$ cat src/rtl/fifo_access_arbiter_if.sv
// fifo_access_arbiter_if
// Groups the signals between the FIFO controller and the logic around it:
// the write requesters, the single reader and the storage array.
//   slave  : controller side (fifo_access_arbiter)
//   master : requester / consumer / storage side
// Signals:
//   wr_req, wr_data_in   per-requester write request and data
//   wr_gnt               one-hot grant back to requesters
//   fifo_wr_en/addr/data write strobe, address and data into storage
//   rd_req               read request from the consumer
//   fifo_rd_en/addr      read strobe and address into storage
//   full, empty, count   occupancy status
//   underflow_err        sticky read-while-empty flag
interface fifo_access_arbiter_if #(
  parameter int NUM_REQ = 4,
  parameter int DATA_W  = 8,
  parameter int ADDR_W  = 3
);
  logic [NUM_REQ-1:0]        wr_req;
  logic [NUM_REQ*DATA_W-1:0] wr_data_in;
  logic [NUM_REQ-1:0]        wr_gnt;
  logic                      fifo_wr_en;
  logic [ADDR_W-1:0]         fifo_wr_addr;
  logic [DATA_W-1:0]         fifo_wr_data;
  logic                      rd_req;
  logic                      fifo_rd_en;
  logic [ADDR_W-1:0]         fifo_rd_addr;
  logic                      full;
  logic                      empty;
  logic [ADDR_W:0]           count;
  logic                      underflow_err;

  modport slave (
    input  wr_req, wr_data_in, rd_req,
    output wr_gnt, fifo_wr_en, fifo_wr_addr, fifo_wr_data,
    output fifo_rd_en, fifo_rd_addr, full, empty, count, underflow_err
  );

  modport master (
    output wr_req, wr_data_in, rd_req,
    input  wr_gnt, fifo_wr_en, fifo_wr_addr, fifo_wr_data,
    input  fifo_rd_en, fifo_rd_addr, full, empty, count, underflow_err
  );
endinterface

$ cat src/rtl/fifo_access_arbiter.sv
// fifo_access_arbiter
// Controller for a 2**ADDR_W entry FIFO storage array. Shares the single
// storage write port among NUM_REQ writers with round-robin arbitration,
// serves one reader, and owns the pointers, occupancy count and flags.
// Ports:
//   clk  system clock, all state changes on the rising edge
//   rst  synchronous active-high reset
//   bus  fifo_access_arbiter_if.slave (requests, grants, storage strobes,
//        pointers, status flags)
module fifo_access_arbiter #(
  parameter int NUM_REQ = 4,
  parameter int DATA_W  = 8,
  parameter int ADDR_W  = 3
) (
  input logic                  clk,
  input logic                  rst,
  fifo_access_arbiter_if.slave bus
);

  localparam int IDX_W = (NUM_REQ > 1) ? $clog2(NUM_REQ) : 1;
  // Wide enough to hold rr_last + NUM_REQ before the modulo fold.
  localparam int SUM_W = IDX_W + 2;
  localparam logic [ADDR_W:0] DEPTH = (ADDR_W+1)'(2**ADDR_W);

  logic [ADDR_W-1:0]  wr_ptr;
  logic [ADDR_W-1:0]  rd_ptr;
  logic [ADDR_W:0]    cnt;
  logic [IDX_W-1:0]   rr_last;
  logic               underflow_q;

  logic               full_w;
  logic               empty_w;
  logic               found;
  logic [IDX_W-1:0]   gnt_idx;
  logic [SUM_W-1:0]   cand_sum;
  logic [IDX_W-1:0]   cand;
  logic [NUM_REQ-1:0] gnt;
  logic               wr_en;
  logic               rd_en;
  logic [DATA_W-1:0]  wr_data;

  // Flags come only from the registered count, so they never glitch on inputs.
  assign full_w  = (cnt == DEPTH);
  assign empty_w = (cnt == '0);

  // Round-robin search: the requester just after the last winner has the
  // highest priority, wrapping around at NUM_REQ. Since rr_last < NUM_REQ,
  // a single conditional subtract is enough to fold the index back.
  always_comb begin
    found    = 1'b0;
    gnt_idx  = '0;
    cand_sum = '0;
    cand     = '0;
    for (int k = 0; k < NUM_REQ; k++) begin
      cand_sum = SUM_W'(rr_last) + SUM_W'(k + 1);
      if (cand_sum >= SUM_W'(NUM_REQ)) begin
        cand_sum = cand_sum - SUM_W'(NUM_REQ);
      end
      cand = cand_sum[IDX_W-1:0];
      if (!found && bus.wr_req[cand]) begin
        found   = 1'b1;
        gnt_idx = cand;
      end
    end
  end

  // A grant is the acceptance of the write; it is withheld when full or in reset.
  always_comb begin
    gnt     = '0;
    wr_data = '0;
    wr_en   = found & ~full_w & ~rst;
    if (wr_en) begin
      gnt[gnt_idx] = 1'b1;
      wr_data      = bus.wr_data_in[gnt_idx*DATA_W +: DATA_W];
    end
  end

  // The read decision also looks only at the current count: a write landing
  // in the same cycle is not bypassed to an empty-FIFO read.
  assign rd_en = bus.rd_req & ~empty_w & ~rst;

  always_ff @(posedge clk) begin
    if (rst) begin
      wr_ptr      <= '0;
      rd_ptr      <= '0;
      cnt         <= '0;
      rr_last     <= IDX_W'(NUM_REQ - 1);
      underflow_q <= 1'b0;
    end else begin
      if (wr_en) begin
        wr_ptr  <= wr_ptr + 1'b1;
        rr_last <= gnt_idx;
      end
      if (rd_en) begin
        rd_ptr <= rd_ptr + 1'b1;
      end
      case ({wr_en, rd_en})
        2'b10:   cnt <= cnt + 1'b1;
        2'b01:   cnt <= cnt - 1'b1;
        default: cnt <= cnt;
      endcase
      if (bus.rd_req && empty_w) begin
        underflow_q <= 1'b1;
      end
    end
  end

  assign bus.wr_gnt        = gnt;
  assign bus.fifo_wr_en    = wr_en;
  assign bus.fifo_wr_addr  = wr_ptr;
  assign bus.fifo_wr_data  = wr_data;
  assign bus.fifo_rd_en    = rd_en;
  assign bus.fifo_rd_addr  = rd_ptr;
  assign bus.full          = full_w;
  assign bus.empty         = empty_w;
  assign bus.count         = cnt;
  assign bus.underflow_err = underflow_q;

endmodule

$ cat src/flat_wrapper.sv
// flat-port wrapper written by rule: the top's interface ports become plain ports
module fifo_access_arbiter_flat 
#(
  parameter int NUM_REQ = 4,
  parameter int DATA_W  = 8,
  parameter int ADDR_W  = 3
)
  (clk, rst, bus_wr_req, bus_wr_data_in, bus_rd_req, bus_wr_gnt, bus_fifo_wr_en, bus_fifo_wr_addr, bus_fifo_wr_data, bus_fifo_rd_en, bus_fifo_rd_addr, bus_full, bus_empty, bus_count, bus_underflow_err);
  fifo_access_arbiter_if #(.NUM_REQ(NUM_REQ), .DATA_W(DATA_W), .ADDR_W(ADDR_W)) bus_i ();
  input logic clk;
  input logic rst;
  input wire logic [$bits(bus_i.wr_req)-1:0] bus_wr_req;
  input wire logic [$bits(bus_i.wr_data_in)-1:0] bus_wr_data_in;
  input wire logic [$bits(bus_i.rd_req)-1:0] bus_rd_req;
  output wire logic [$bits(bus_i.wr_gnt)-1:0] bus_wr_gnt;
  output wire logic [$bits(bus_i.fifo_wr_en)-1:0] bus_fifo_wr_en;
  output wire logic [$bits(bus_i.fifo_wr_addr)-1:0] bus_fifo_wr_addr;
  output wire logic [$bits(bus_i.fifo_wr_data)-1:0] bus_fifo_wr_data;
  output wire logic [$bits(bus_i.fifo_rd_en)-1:0] bus_fifo_rd_en;
  output wire logic [$bits(bus_i.fifo_rd_addr)-1:0] bus_fifo_rd_addr;
  output wire logic [$bits(bus_i.full)-1:0] bus_full;
  output wire logic [$bits(bus_i.empty)-1:0] bus_empty;
  output wire logic [$bits(bus_i.count)-1:0] bus_count;
  output wire logic [$bits(bus_i.underflow_err)-1:0] bus_underflow_err;
  assign bus_i.wr_req = bus_wr_req;
  assign bus_i.wr_data_in = bus_wr_data_in;
  assign bus_i.rd_req = bus_rd_req;
  assign bus_wr_gnt = bus_i.wr_gnt;
  assign bus_fifo_wr_en = bus_i.fifo_wr_en;
  assign bus_fifo_wr_addr = bus_i.fifo_wr_addr;
  assign bus_fifo_wr_data = bus_i.fifo_wr_data;
  assign bus_fifo_rd_en = bus_i.fifo_rd_en;
  assign bus_fifo_rd_addr = bus_i.fifo_rd_addr;
  assign bus_full = bus_i.full;
  assign bus_empty = bus_i.empty;
  assign bus_count = bus_i.count;
  assign bus_underflow_err = bus_i.underflow_err;
  fifo_access_arbiter #(.NUM_REQ(NUM_REQ), .DATA_W(DATA_W), .ADDR_W(ADDR_W)) u_core (.clk(clk), .rst(rst), .bus(bus_i));
endmodule
$ cat config.mk
export PLATFORM = sky130hd
export DESIGN_NAME = fifo_access_arbiter_flat
export DESIGN_NICKNAME = d
export VERILOG_FILES = /design/src/rtl/fifo_access_arbiter_if.sv /design/src/rtl/fifo_access_arbiter.sv /design/src/flat_wrapper.sv
export SDC_FILE = /design/constraint.sdc
export NUM_CORES = 1
export LEC_CHECK = 0
export ABC_CLOCK_PERIOD_IN_PS = 2650
export CAP_MARGIN = 20
export CORE_ASPECT_RATIO = 0.7
export CORE_MARGIN = 3
export CORE_UTILIZATION = 30
export CTS_CLUSTER_SIZE = 25
export DETAILED_ROUTE_END_ITERATION = 16
export PLACE_DENSITY = 0.69
export SLEW_MARGIN = 10
export SYNTH_ARGS = -nofsm -noshare
export SYNTH_HDL_FRONTEND = slang
export SYNTH_SLANG_ARGS = --single-unit
export TNS_END_PERCENT = 50
$ cat constraint.sdc
create_clock -name clk -period 2.65 [get_ports clk]
set_clock_uncertainty 0.05 [all_clocks]
set_input_delay 0.53 -clock clk [delete_from_list [all_inputs] [get_ports clk]]
set_output_delay 0.53 -clock clk [all_outputs]
set_load 0.005 [all_outputs]
==> metrics.csv <==
metric;value;unit
Max Transition Viols Final;0;
Diodes inserted;0;
top sig layer;met4;
die height;54.8;um
maximum fanout along the worst path;7;
Setup TNS Final;0;ps
CTS tree;done;
pre-CTS WS;-546;ps
Combinational Power Share;56.9;%
worst hold path depth;2;
unrepaired setup endpoints after global routing;yes;
Reg2Reg Setup Slack;150;ps
gr ovfl total;0;
status;finished, final reports clean;
sequential area share after synthesis;25.6;%
Vias;1210;
DR iter-0 viols;54;
placed cell areas;1790;sq um
clock network power share;16.1;%
syn nets;161;
Cell Area, Synth;1020;sq um
length of routed met3 wiring;103;um
CTS Sinks;13;
global-route wire length before repair;5140;um
leading cell type in the layout, fill and taps excluded;clkdlybuf4s50_1;
final net count;246;
FF-to-FF path depth;11;
reg-to-reg endpoint;u_core.bus.count[2]$_SDFFE_PP0P_;
maximum VDD drop;0.357;mV
H-tree levels;1;
Die W;75.6;um
std cell rows;17;
met1 wire length;1450;um
Filler Cells Inserted;270;
WL final;3670;um
total power;1.09;mW
worst reg2reg startpoint;u_core.bus.count[2]$_SDFFE_PP0P_;
core box area;3190;sq um
Period minus WS final;2630;ps
Cells after Synth;117;
drt drc;0;
PwrDens;559;nW/um^2
die area;4140;sq um
cell count after placement;227;
CTS root buf;clkbuf_8;
Leak Pwr;0.859;nW
worst skew pair latency;240;ps
initial antenna violation count;0;
DR WL met2;2040;um
Hold Path Sink;u_core.bus.underflow_err$_SDFFE_PP0P_;
Hold WS;437;ps
syn_area_per_cell;8.70;sq um
pin count of the biggest net entering global routing;16;
sequential share of power;27.0;%
Vias/cell;5.06;
final worst path period share;99.3;%
DRT Pass-1 Iters;4;
vias in the first global route;1120;
final core occ;61.3;%
Final Hold Viols;0;
library cells used by synthesis;33;
setup violators final;0;
cts hold-fix bufs;0;
Critical Path RT;2070;ps
Peak Freq;380;MHz
Port-buffer cells;65;
flops & latches, synth;13;
crit path launch type;primary input;
HPWL Detailed;2780;um
TritonCTS buffer count;3;
Pint;0.721;mW
Wirelength per Cell;15.4;um
final instance area;1960;sq um
antenna viol nets, final;0;
Worst Tran Pin Value;398;ps
initial core utilization;31.9;%
synth-to-layout area growth;92.0;%
clk buf depth;2;
Slew HR;73.4;%
crit path kind;in2out;
gp weighted congestion;0.745;
switching pwr;0.372;mW
commonest non-fill, non-tap cells in the layout;48 x clkdlybuf4s50_1, 17 x buf_4, 16 x mux2i_1;
GRT Total Usage;16.7;%
CP Capture Type;output port;
Worst-path clk slew;50;ps
max cap viols;0;
share of layout cells above drive strength 1;23.9;%
Layout Cells excl Fill;239;
Yosys warning count;0;
switch share;34.0;%
Hold WC Path Type;reg2reg;
post-route worst setup slack;18.3;ps
Critical Path AT;2050;ps
Worst Hold Launch;u_core.bus.underflow_err$_SDFFE_PP0P_;
I/O pin total;66;
logic make-up (layout without fill, tap and decap cells):
logic type	after synthesis	in the layout	synth area share [%]
multiplexers	18	18	17.7
AO/OA/AOI/OAI	27	27	17.4
flip-flops	13	13	25.6
buffers and inverters	11	95	6.76
adder cells (fa/ha/maj)	5	5	6.14
AND/OR/NAND/NOR	36	36	20.4
XOR/XNOR	7	7	6.02
per-layer routing:
metal	track usage (%)	vias to the layer above
met2	29.1	27
met5	0	-
met4	6.98	0
li1	-	588
met3	2.57	11
met1	20.7	584
critical path: stages:
cell and delay [ps]:
buf_2 170, nor2_4 50, buf_4 140, a211oi_4 320, nand2_2 180, nor2_1 140, clkdlybuf4s50_1 530
area by class of cell:
type | count | area [sq um] | area share (%)
Timing Repair Buffer | 87 | 840 | 42.9
Multi-Input combinational cell | 93 | 746 | 38.1
Sequential cell | 13 | 263 | 13.4
Tap cell | 38 | 47.5 | 2.43
Clock buffer | 4 | 45.0 | 2.30
Inverter | 4 | 15.0 | 0.768
timing repair:
item | in CTS | in global routing
setup endpoints to repair | 15 | 10
pin swaps | 6 | 4
resized for setup | 37 | 14
gates cloned | 1 | 0
setup buffers | 4 | 4
power by group through the flow:
stage / clock network [mW] / registers (mW) / logic [mW]
finish: 0.176 / 0.295 / 0.621
global route: 0.190 / 0.303 / 0.676
CTS: 0.180 / 0.292 / 0.595
detailed placement: 0 / 0.295 / 0.572
global placement: 0 / 0.292 / 0.555
floorplan: 0 / 0.283 / 0.279
cell usage after synthesis, drive strengths merged:
| cell | count | share of area [%] |
|---|---|---|
| mux2i | 18 | 18 |
| nor2 | 16 | 5.9 |
| dfxtp | 13 | 26 |
| o22ai | 9 | 5.5 |
| a21oi | 6 | 2.9 |
| nand2b | 6 | 4.2 |
| o21ai | 6 | 3.3 |
| buf | 5 | 4.5 |
| ha | 5 | 6.1 |
| nand2 | 5 | 2.1 |
| xor2 | 5 | 4.3 |
| inv | 4 | 1.5 |
| a211oi | 2 | 2.5 |
| clkbuf | 2 | 0.74 |
| nor3 | 2 | 0.98 |
| nor4 | 2 | 1.8 |
| nor4b | 2 | 3.2 |
| xnor2 | 2 | 1.7 |
| a221oi | 1 | 0.86 |
| nor2b | 1 | 0.61 |
| nor4bb | 1 | 0.98 |
| o21a | 1 | 0.74 |
| o31a | 1 | 0.86 |
| o31ai | 1 | 0.74 |
| or3 | 1 | 0.61 |
flip-flops by register name (all words and copies together), names as in the netlist:
signal	cells
u_core.bus.fifo_rd_addr	3
u_core.rr_last	2
u_core.bus.underflow_err	1
u_core.bus.count	4
u_core.bus.fifo_wr_addr	3
worst max-delay path by stage:
| stage | from | endpoint | slack, ps |
|---|---|---|---|
| 2_1_floorplan | u_core.bus.count[1]$_SDFFE_PP0P_ | u_core.bus.count[2]$_SDFFE_PP0P_ | 210 |
| 3_3_place_gp | bus_wr_req[3] | bus_fifo_wr_data[4] | -480 |
| 3_5_place_dp | bus_wr_req[3] | bus_fifo_wr_data[1] | -550 |
| 4_1_cts | rst | bus_wr_gnt[3] | -60 |
| 5_1_grt | bus_wr_req[3] | bus_wr_gnt[3] | -40 |
| 6_report | bus_wr_req[3] | bus_wr_gnt[3] | 20 |
Power figures use the tool's default switching activity.
==> RTL edit 1: new RTL, same settings <==
`NUM_REQ` is set to 4 in 3 places; all go to 8.
--- a/src/rtl/fifo_access_arbiter_if.sv
+++ b/src/rtl/fifo_access_arbiter_if.sv
@@ -13,5 +13,5 @@
 //   underflow_err        sticky read-while-empty flag
 interface fifo_access_arbiter_if #(
-  parameter int NUM_REQ = 4,
+  parameter int NUM_REQ = 8,
   parameter int DATA_W  = 8,
   parameter int ADDR_W  = 3
--- a/src/rtl/fifo_access_arbiter.sv
+++ b/src/rtl/fifo_access_arbiter.sv
@@ -9,5 +9,5 @@
 //        pointers, status flags)
 module fifo_access_arbiter #(
-  parameter int NUM_REQ = 4,
+  parameter int NUM_REQ = 8,
   parameter int DATA_W  = 8,
   parameter int ADDR_W  = 3
--- a/src/flat_wrapper.sv
+++ b/src/flat_wrapper.sv
@@ -2,5 +2,5 @@
 module fifo_access_arbiter_flat 
 #(
-  parameter int NUM_REQ = 4,
+  parameter int NUM_REQ = 8,
   parameter int DATA_W  = 8,
   parameter int ADDR_W  = 3
Ports: changed (resized bus_wr_data_in, bus_wr_gnt and bus_wr_req); port bits go from 66 to 106. No check against the original RTL was run, so the function may have changed too.
==> RTL edit 1 against the unedited design <==
- the flow now finishes with violations (negative setup slack)
- synthesized cell count grew to 3.0 times the old value
- wire length rose to 3.4 times the old value
- hold slack improved by 0.025 ns
- cell count rose to 2.9 times the old value
- sequential cell count increased by 1
- synthesized area rose to 2.6 times the old value
- setup slack got worse by 1.7 ns
- via count rose to 3.2 times the old value
- fmax down 39%
- cell area increased to 2.8 times the old value
- critical path type is now register to primary output
- largest cell class is now multi-input gates
Power is left out: it rests on default switching activity, and per cell area and clock period it moved more than threefold.
==> RTL edit 1: results (changes against the unedited design) <==
run_status: "finished with violations"
violations: "negative setup slack"
ys_types: 59  # +79%
first_global_vias: 3782  # +240%
rrSetupSlack_ns: -0.91  # -1.06 ns
cts_root_buffer: "clkbuf_16"
hold_slack_ns: 0.462  # +0.0249 ns
hold_path.startpoint: "u_core.bus.fifo_wr_addr[0]"
drt-vias-per-instance: 5.58  # +10%
grt_pass1_wl_um: 19800  # +280%
num-fill-cells: 713  # +160%
cp.arrival_ns: 3.74  # +1.69 ns
post-place-ws_ns: -2.16  # -1.61 ns
drive_above_1_share_pct: 45.5  # +22 points
synth_commonest_cells: "o21ai_0, nor2_1, a211oi_1"
setup_viol: 27  # +27
syn_nets: 428  # +170%
dpl.hpwl_um: 8340  # +200%
grt_max_degree: 22  # +6
hp-class: "register to register"
synth-seq-area-share_pct: 10.5  # -15 points
reg2reg_from: "u_core.rr_last[0]"
reg2reg_depth: 18  # +7
wl_per_cell_um: 17.9  # +16%
grt_usage_pct: 23.6  # +6.9 points
nets: 655  # +170%
place_area_um2: 4550  # +150%
relSlewSlack_pct: 73.2  # -0.22 points
synth_area_leaders: "dfxtp_1, mux4_2, o21ai_0, a211oi_1, mux2_2"
drt-pass1-iter-count: 5  # +1
worst_slack_ns: -1.67  # -1.69 ns
holdPathStages: 1  # -1
ys_warn_count: 0  # unchanged
io_buffers: 105  # +62%
holdPathEnd: "u_core.bus.fifo_wr_addr[0]"
[RTL edit 1: logic make-up (layout without fill, tap and decap cells)]
family                   count (synthesis)  after routing  share of synthesized area (%)
AO/OA/AOI/OAI                          127            130                           31.8
AND/OR/NAND/NOR                        115            115                           24.0
multiplexers                            39             39                           21.1
buffers and inverters                   33            256                           5.64
flip-flops                              14             14                           10.5
XOR/XNOR                                11             11                           3.62
adder cells (fa/ha/maj)                  7              7                           3.29
[RTL edit 1: cell type report]
class | instances | area (um2) | area share (%)
clock buffer | 4 | 88.8 | 1.62
inverter | 6 | 25.0 | 0.456
multi-input combinational | 302 | 2720 | 49.5
sequential | 14 | 283 | 5.15
tap | 120 | 150 | 2.73
timing repair buffer | 246 | 2230 | 40.6
[RTL edit 1: how the worst max path moves through the flow]
stage	start	cells past startpoint	slack (ns)	to
floorplan	u_core.rr_last[1]	14	-1.53	bus_fifo_wr_data[1]
global placement	bus_wr_req[0]	10	-2.06	bus_fifo_wr_data[1]
detailed placement	bus_wr_req[0]	10	-2.16	bus_fifo_wr_data[1]
CTS	u_core.rr_last[0]	16	-1.65	bus_fifo_wr_data[1]
global route	u_core.rr_last[0]	14	-1.77	bus_fifo_wr_data[7]
finish	u_core.rr_last[0]	12	-1.67	bus_fifo_wr_data[7]
[RTL edit 1: layer usage]
| layer | part of all wire [%] | GRT usage [%] | wire length [um] | vias to the layer above |
|---|---|---|---|---|
| li1 | - | - | - | 1808 |
| met1 | 45 | 32.9 | 5600 | 1869 |
| met2 | 47 | 38.6 | 5810 | 154 |
| met3 | 5.5 | 2.96 | 679 | 30 |
| met4 | 2.2 | 6.62 | 273 | 0 |
| met5 | 0 | 0 | 0 | - |
[RTL edit 1: per-stage QoR]
| step | std cells | TNS (ns) |
|---|---|---|
| after floorplan | 346 | -25.14 |
| after global routing | 692 | -31.33 |
| after global placement | 636 | -38.41 |
| final | 692 | -28.07 |
| after CTS | 688 | -27.47 |
| after detailed placement | 636 | -40.62 |
[RTL edit 1: critical path, cell delays in order (launching register included)]
cell and delay (ns):
dfxtp_2 0.34, inv_2 0.05, ha_4 0.34, mux2_4 0.32, mux4_2 0.49, nand2b_4 0.16, or4_4 0.48, buf_6 0.17
o2bb2ai_2 0.17, and3_1 0.21, o21ba_4 0.21, or4_1 0.39, buf_2 0.14
[RTL edit 1: what timing repair did]
item	in CTS	in global routing
gates resized for setup	158	29
pin swaps	45	14
hold endpoints to repair	0	0
endpoints found under the setup margin	28	28
buffers inserted	43	6
gates cloned	6	0
==> RTL edit 2: new RTL, config.mk and constraints unchanged <==
Without the edit above. Reset style: asynchronous (`rst`), changed in one clocked block. Comments in the files are not updated.
--- a/src/rtl/fifo_access_arbiter.sv
+++ b/src/rtl/fifo_access_arbiter.sv
@@ -80,5 +80,5 @@
   assign rd_en = bus.rd_req & ~empty_w & ~rst;
 
-  always_ff @(posedge clk) begin
+  always_ff @(posedge clk or posedge rst) begin
     if (rst) begin
       wr_ptr      <= '0;
Function: differs if rst is asserted again (counterexample within 4 cycles, from zero or initial values and one cycle with rst high); with rst held inactive, the same outputs for 10 cycles.
==> RTL edit 2 against the unedited design <==
- register-to-register slack improved by 0.21 ns
- first-iteration DRC count decreased by 5.6%
- via count decreased by 11%
- critical path depth increased by 1
- cell area decreased by 5.7%
- synthesized area decreased by 2.0%
- sequential cell count unchanged
- power increased by 47%
- wire length decreased by 6.2%
- setup slack improved by 0.0092 ns
- critical endpoint unchanged
==> RTL edit 2: results (changes against the unedited design) <==
syn_avg_cell_area_um2: 9.60  # +10%
clk_latency_ns: 0.24  # about the same
synth-seq-area-share_pct: 32.8  # +7.3 points
cts_buffer_depth: 2  # unchanged
post-place-ws_ns: -0.632  # -0.0858 ns
cts_resized: 33  # -11%
diodes: 0  # unchanged
grt_pass1_wl_um: 5240  # +2.0%
p_leak_nw: 0.844  # -1.8%
grt_use_met2_pct: 28.9  # -0.18 points
first_global_vias: 1122  # +0.18%
numCtsBuffers: 3  # unchanged
drt-vias-per-instance: 4.82  # -4.7%
drt-pass1-iter-count: 4  # unchanged
cts_root_buffer: "clkbuf_8"
antenna_found_initial: 0  # unchanged
drt-met1-wl_um: 1520  # +5.2%
top_layer: "met4"
use_met1_pct: 22.5  # +1.8 points
synthFlopType: "dfrtp_1"
dpl.hpwl_um: 2820  # +1.3%
place_area_um2: 1780  # -0.35%
worstMarginPinSlew_ns: 0.492  # +0.0944 ns
io_buffers: 65  # unchanged
wl_um: 3440  # -6.2%
drtIter0Drc: 51  # -5.6%
wl_met2_um: 1780  # -13%
syn_nets: 148  # -8.1%
place_inst: 215  # -5.3%
nets: 231  # -6.1%
ir_drop_mv: 0.542  # +52%
drive_above_1_share_pct: 25.3  # +1.4 points
grt_max_degree: 14  # -2
htreeDepth: 1  # unchanged
cp_max_fo: 4  # -3
hold_viol: 0  # unchanged
gp_routability_congestion: 0.706  # -5.2%
synth_commonest_cells: "mux2i_1, nand2_1, dfrtp_1"
grt_usage_pct: 17.0  # +0.23 points
synth_area_leaders: "dfrtp_1, mux2i_1, ha_1, o22ai_1, dfstp_2"
post-cts-setup-buffer-count: 2  # -2
ys_warn_count: 0  # unchanged
run_status: "finished, final reports clean"
ys_types: 33  # unchanged
largest_reg_flops: 4  # unchanged
async_flop_share_pct: 100  # +100 points
hp-class: "register to register"
vias: 1071  # -11%
num-fill-cells: 249  # -7.8%
met3_length_um: 102  # -0.97%
RTL edit 2: changes by cell type after synthesis, sizes merged, moves of 3 or more:
cell	unedited run	this run
a21oi	6	3
nand2	5	13
dfxtp	13	0
nand2b	6	1
dfrtp	0	11
nor2	16	4
nand3b	0	3
RTL edit 2: power breakdown:
group	switching (mW)	internal, mW	total (mW)
clock network	0.0700	0.106	0.176
logic	0.424	0.604	1.03
registers	0.0863	0.313	0.399
RTL edit 2: worst paths after layout:
path | start | end | slack, ns | depth (start not counted)
max | bus_wr_req[3] | bus_wr_gnt[3] | 0.03 | 8
min | u_core.bus.fifo_rd_addr[2] | u_core.bus.fifo_rd_addr[2] | 0.42 | 1
max reg2reg | u_core.bus.count[0] | u_core.bus.count[2] | 0.36 | 10
min reg2reg | u_core.bus.fifo_rd_addr[2] | u_core.bus.fifo_rd_addr[2] | 0.42 | 1
max in group asynchronous | rst | u_core.rr_last[1] | 1.75 | 3
min in group asynchronous | rst | u_core.bus.count[3] | 0.45 | 3
RTL edit 2: cell families (layout without fill, tap and decap cells):
group / after synthesis / after routing / share of synthesized area, %
flops: 13 / 13 / 32.8
buf+inv: 9 / 91 / 4.39
fa+ha+maj: 5 / 5 / 6.27
xor+xnor: 9 / 9 / 7.89
mux: 19 / 19 / 19.3
compound gates: 20 / 20 / 12.7
simple gates: 29 / 29 / 16.7
RTL edit 2: critical path: stages:
cell and delay [ns]:
clkdlybuf4s15_1 0.22, buf_4 0.14, nor2_2 0.04, a211o_4 0.35, buf_4 0.14, buf_4 0.12
nor3b_1 0.21, dlygate4sd2_1 0.27
RTL edit 2: layout make-up:
class	instances	area (um2)	share of cell area [%]
repair buffers	84	752	40.8
multi-input cells	82	663	36.0
well taps	36	45.0	2.44
clock buffers	4	45.0	2.44
inverters	3	11.3	0.611
flip-flops and latches	13	328	17.8
